`src/rtl/clock_divider_gen.sv`:
```
// Two-rate glitch-free clock divider; rate changes land only on falling edges of clock_divided.
// Optional tick counter port divided_count is enabled with CLOCK_DIVIDER_CYCLE_COUNT_EN.
module clock_divider_gen #(
  parameter int unsigned FAST_HALF = 2,
  parameter int unsigned SLOW_HALF = 50000000
) (
  input  logic        clock_100mhz,
  input  logic        reset_n,
  input  logic        pll_locked,
  input  logic        slow_mode,
  output logic        clock_divided,
  output logic        divided_tick,
  output logic        mode_active
`ifdef CLOCK_DIVIDER_CYCLE_COUNT_EN
  ,
  output logic [31:0] divided_count
`endif
);

  localparam int unsigned CNT_W = $clog2(SLOW_HALF) + 1;

  typedef enum logic [0:0] {
    ST_IDLE = 1'b0,
    ST_RUN  = 1'b1
  } state_t;

  state_t             state, state_nxt;
  logic [CNT_W-1:0]   counter, counter_nxt;
  logic [CNT_W-1:0]   half_m1;
  logic               clk_div_nxt;
  logic               tick_nxt;
  logic               mode_nxt;
  logic               slow_meta, slow_s;
  logic               locked_meta, locked_s;

  // Two-flop synchronizers for the asynchronous control inputs.
  always_ff @(posedge clock_100mhz) begin
    if (!reset_n) begin
      slow_meta   <= 1'b0;
      slow_s      <= 1'b0;
      locked_meta <= 1'b0;
      locked_s    <= 1'b0;
    end else begin
      slow_meta   <= slow_mode;
      slow_s      <= slow_meta;
      locked_meta <= pll_locked;
      locked_s    <= locked_meta;
    end
  end

  assign half_m1 = mode_active ? CNT_W'(SLOW_HALF - 1) : CNT_W'(FAST_HALF - 1);

  // State and registered outputs.
  always_ff @(posedge clock_100mhz) begin
    if (!reset_n) begin
      state         <= ST_IDLE;
      counter       <= '0;
      clock_divided <= 1'b0;
      divided_tick  <= 1'b0;
      mode_active   <= 1'b1;
    end else begin
      state         <= state_nxt;
      counter       <= counter_nxt;
      clock_divided <= clk_div_nxt;
      divided_tick  <= tick_nxt;
      mode_active   <= mode_nxt;
    end
  end

  // Next-state logic; the mode is only re-sampled on a falling edge so the new
  // half-period always starts with a complete low phase.
  always_comb begin
    state_nxt   = state;
    counter_nxt = counter;
    clk_div_nxt = clock_divided;
    tick_nxt    = 1'b0;
    mode_nxt    = mode_active;
    case (state)
      ST_IDLE: begin
        clk_div_nxt = 1'b0;
        counter_nxt = '0;
        mode_nxt    = slow_s;
        if (locked_s) state_nxt = ST_RUN;
      end
      ST_RUN: begin
        if (!locked_s) begin
          state_nxt   = ST_IDLE;
          clk_div_nxt = 1'b0;
          counter_nxt = '0;
        end else if (counter == half_m1) begin
          counter_nxt = '0;
          clk_div_nxt = ~clock_divided;
          if (!clock_divided) tick_nxt = 1'b1;
          else                mode_nxt = slow_s;
        end else begin
          counter_nxt = CNT_W'(counter + 1'b1);
        end
      end
      default: begin
        state_nxt   = ST_IDLE;
        clk_div_nxt = 1'b0;
        counter_nxt = '0;
      end
    endcase
  end

`ifdef CLOCK_DIVIDER_CYCLE_COUNT_EN
  logic [31:0] count_q;

  // Free-running tick count; survives loss of lock, wraps naturally.
  always_ff @(posedge clock_100mhz) begin
    if (!reset_n)      count_q <= '0;
    else if (tick_nxt) count_q <= count_q + 32'd1;
  end

  assign divided_count = count_q;
`endif

endmodule

```
`config.mk`:
```
export PLATFORM = sky130hd
export DESIGN_NAME = clock_divider_gen
export DESIGN_NICKNAME = d
export VERILOG_FILES = /design/src/rtl/clock_divider_gen.sv
export SDC_FILE = /design/constraint.sdc
export NUM_CORES = 1
export LEC_CHECK = 0
export ABC_CLOCK_PERIOD_IN_PS = 2300
export BUFFER_PORTS_ARGS = -buffer_cell sky130_fd_sc_hd__buf_2
export CAP_MARGIN = 15
export CELL_PAD_IN_SITES_DETAIL_PLACEMENT = 1
export CELL_PAD_IN_SITES_GLOBAL_PLACEMENT = 2
export CORE_MARGIN = 5
export CORE_UTILIZATION = 38
export CTS_CLUSTER_DIAMETER = 40
export DETAILED_ROUTE_END_ITERATION = 6
export GPL_TIMING_DRIVEN = 0
export PLACE_DENSITY_LB_ADDON = 0.2
export SYNTH_ARGS = -nofsm -noshare
export SYNTH_HDL_FRONTEND = slang
export SYNTH_SLANG_ARGS = --single-unit
```
`constraint.sdc`:
```
create_clock -name clock_100mhz -period 2.3 [get_ports clock_100mhz]
set_clock_uncertainty 0.2 [all_clocks]
set_input_delay 0.575 -clock clock_100mhz [delete_from_list [all_inputs] [get_ports clock_100mhz]]
set_output_delay 0.575 -clock clock_100mhz [all_outputs]
set_load 0.02 [all_outputs]
```
==> metrics.md <==
| Metric | Value |
|---|---|
| Antenna violation net count after detailed routing | 0 |
| Yosys reg bits | 35 |
| WL met1 | 2150 um |
| Actual slew at the worst max-slew pin | 0.514 ns |
| Post-DP Area | 1840 um2 |
| Prevailing post-synth register cell | dfxtp_1 |
| # Max-Cap Violations | 0 |
| Vias | 1,548 |
| DRT iter0 DRCs | 59 |
| Overflow after GRT | 0 |
| Switch share | 0.226 |
| Multi-input gate area | 968 um2 |
| Worst hold path type | reg2reg |
| Fmax | 445 MHz |
| Starting Density | 0.396 |
| Worst-path fanout max | 7 |
| Nets@finish | 210 |
| Yosys warning total | 0 |
| Clk slew on worst S/H paths | 0.08 ns |
| Ant diodes | 0 |
| Tmin final | 2.25 ns |
| Final setup TNS | 0 ns |
| Post-synth net total | 195 |
| Post-route clock period utilization | 0.978 |
| DP HPWL | 3150 um |
| Slew headroom | 0.657 |
| Final setup fails | 0 |
| Vias in the first global route | 1,623 |
| I/O Pins | 7 |
| Static leakage | 0.605 nW |
| Reg2reg start | counter[20]$_SDFF_PP0_ |
| Pwr/cell area | 616 nW/um2 |
| CTS tree | done |
| Reg2reg path depth | 4 |
| First-pass GRT wire length | about 7800 um |
| Clock sink count | 35 |
| Int Pwr | about 0.95 mW |
| Post-Synth XOR/XNOR Area | 0.0552 |
| IO Port Bufs | 6 |
| Post-synthesis cell type count | 47 |
| Met2 routed WL | 2090 um |
| Sw power | 0.277 mW |
| Final worst slack | between 0.05 and 0.06 ns |
| Drt drc | 0 |
| Die Span Y | 77.8 um |
| Seq/Total Area, Yosys | 0.401 |
| Pre-CTS WS | -0.328 ns |
| Share of layout cells above drive strength 1 | 0.184 |
| Clock Power Share | 0.477 |
| Pin count of the biggest net entering global routing | 14 |
| Max IR drop VDD | 0.407 mV |
| Initial antenna violation count | 0 |
| Total CTS buffers | 5 |
| Fin. Hold Viols | 0 |
| Row Count | 24 |
| Req. time, crit path | 2.32 ns |
| Vias per cell | roughly 6.0 |
| Mapped Area | 1750 um2 |
| Final wirelength | 4460 um |
| WS Path Type | reg2reg |
| Largest family of logic cells by synthesized area | simple AND/OR/NAND/NOR gates |
| Cell at the root of the clock tree | clkbuf_8 |
| Synth Area in Compound Gates | 0.157 |
| CP Capture Type | register |
| Core area | 4410 um2 |
| All-Layer GR Usage | 0.159 |
| Reg power frac | 0.502 |
| Final-report max-slew violation count | 0 |
| Register area | about 700 um2 |
| Post-synthesis mux area share | 0.0236 |
| WL/cell | 17.3 um |
| Hold Startpoint | slow_meta$_SDFF_PN0_ |
| Final core area utilization | 0.451 |
| Post-route cell area | 1990 um2 |
| Worst Path Arrival | around 2.3 ns |
| Htree depth | 2 |
| Simple-gate share of the synthesized area | 0.312 |
| Comb power frac | 0.020 |
| CP Launch Type | register |
| Mean Syn Cell Area | 9.19 um2 |
| Gpl congestion | 0.788 |
| Number of synthesized flops with an enable pin | 0 |
| DR pass1 iterations | 4 |
| Hold Path End | slow_s$_SDFF_PN0_ |
| Hold path cells | 1 |
| Die area | ~6100 um2 |
| Later-pin clock latency in the skew report | 0.30 ns |
| Fillers | 510 |
| Post-Synth Adder-Cell Area | 0.00716 |
| Ys async rst share | 0 |
| Crit Reg-Reg Endpoint | counter[26]$_SDFF_PP0_ |
| PnR Total Power | 1.23 mW |
| Clk buf depth | 2 |
| DR top layer | met4 |
| Die X | 77.8 um |
| Status | finished, final reports clean |
| Reg2Reg Setup Slack | 0.05 ns |
| Routed wl met3 | 142 um |
| Area Growth Syn to Fin | 14.0% |
| Syn Inst Count | 190 |
[placed cells by master, fill, tap and decap left out, types with 3 or more instances in the layout]
cell,Yosys,final
a211oi_1,12,12
and2_1,5,5
and4_1,4,4
buf_2,1,7
buf_4,0,6
clkbuf_8,0,5
dfxtp_1,35,34
inv_1,3,3
mux2i_1,3,3
nand2_1,10,10
nand3_1,11,11
nand4_1,9,9
nor2_1,4,4
nor3_1,17,17
nor4_1,5,5
o21ai_0,9,9
o31ai_1,4,4
or3_1,7,7
or4_1,3,3
xnor2_1,4,4
xor2_1,7,7
[cells in the mapped netlist (all sizes together) (5+ instances only)]
master   n  share of area
dfxtp   35           0.40
nor3    17          0.049
a211oi  13          0.059
nand2   11          0.025
nand3   11          0.032
or3     10          0.040
nand4    9          0.032
o21ai    9          0.026
clkbuf   7          0.015
xor2     7          0.035
and2     6          0.022
and4     5          0.026
nor4     5          0.018
[per-stage QoR]
step           std cells  hold WS [ns]
3_5_place_dp         248         0.243
4_1_cts              258         0.264
5_1_grt              258         0.282
3_3_place_gp         248         0.214
2_1_floorplan        190         0.212
6_report             258         0.255
[sequential cells by signal (all words and copies together), names as in the netlist]
register,count
counter,27
clock_divided,1
divided_tick,1
locked_meta,1
locked_s,1
mode_active,1
slow_meta,1
slow_s,1
state,1
[power by group through the flow]
stage          Sequential [mW]  Combinational [mW]  Clock, mW
3_3_place_gp             0.627              0.0289          0
5_1_grt                  0.617              0.0277      0.630
2_1_floorplan            0.628              0.0183          0
6_report                 0.616              0.0249      0.586
4_1_cts                  0.617              0.0251      0.601
3_5_place_dp             0.627              0.0292          0
[worst max path at each step]
stage / cells past startpoint / to / slack (ns) / start
2_1_floorplan: 6 / counter[10]$_SDFF_PP0_ / 0.05 / mode_active$_SDFFE_PN1P_
3_3_place_gp: 6 / counter[6]$_SDFF_PP0_ / -0.28 / mode_active$_SDFFE_PN1P_
3_5_place_dp: 6 / counter[7]$_SDFF_PP0_ / -0.33 / mode_active$_SDFFE_PN1P_
4_1_cts: 4 / counter[26]$_SDFF_PP0_ / 0.007 / counter[21]$_SDFF_PP0_
5_1_grt: 4 / counter[26]$_SDFF_PP0_ / -0.02 / counter[20]$_SDFF_PP0_
6_report: 4 / counter[26]$_SDFF_PP0_ / 0.05 / counter[20]$_SDFF_PP0_
[worst max-delay path, stage by stage, from the launching register on]
cell,delay [ns]
dfxtp_1,0.47
nand4_1,0.22
or4b_4,0.59
or4_4,0.49
a211oi_2,0.21
[logic make-up after synthesis]
family,count (synthesis)
multiplexers,4
adder cells (fa/ha/maj),1
XOR/XNOR,11
AO/OA/AOI/OAI,35
flip-flops,35
AND/OR/NAND/NOR,90
buffers and inverters,14
[cell type report]
| cell class | instances | share of cell area |
|---|---|---|
| buffer | 7 | 0.0264 |
| inverter | 3 | 0.00566 |
| timing repair buffer | 12 | 0.0377 |
| sequential | 35 | 0.353 |
| tap | 52 | 0.0327 |
| multi-input combinational | 141 | 0.486 |
| clock buffer | 5 | 0.0346 |
| clock inverter | 3 | 0.0239 |
[timing repair]
| action | CTS | global route |
|---|---|---|
| resized for setup | 1 | 1 |
| pin swaps | 2 | 2 |
| endpoints found under the hold margin | 0 | 0 |
| buffers inserted | 4 | 2 |
| endpoints found under the setup margin | 28 | 27 |
| hold buffers | 0 | 0 |
[layer usage]
metal,global-route usage,vias to the layer above
li1,-,761
met1,0.203,758
met2,0.257,22
met3,0.0440,7
met4,0.0550,0
met5,0,-
No activity file was read; power rests on OpenSTA's default activity.
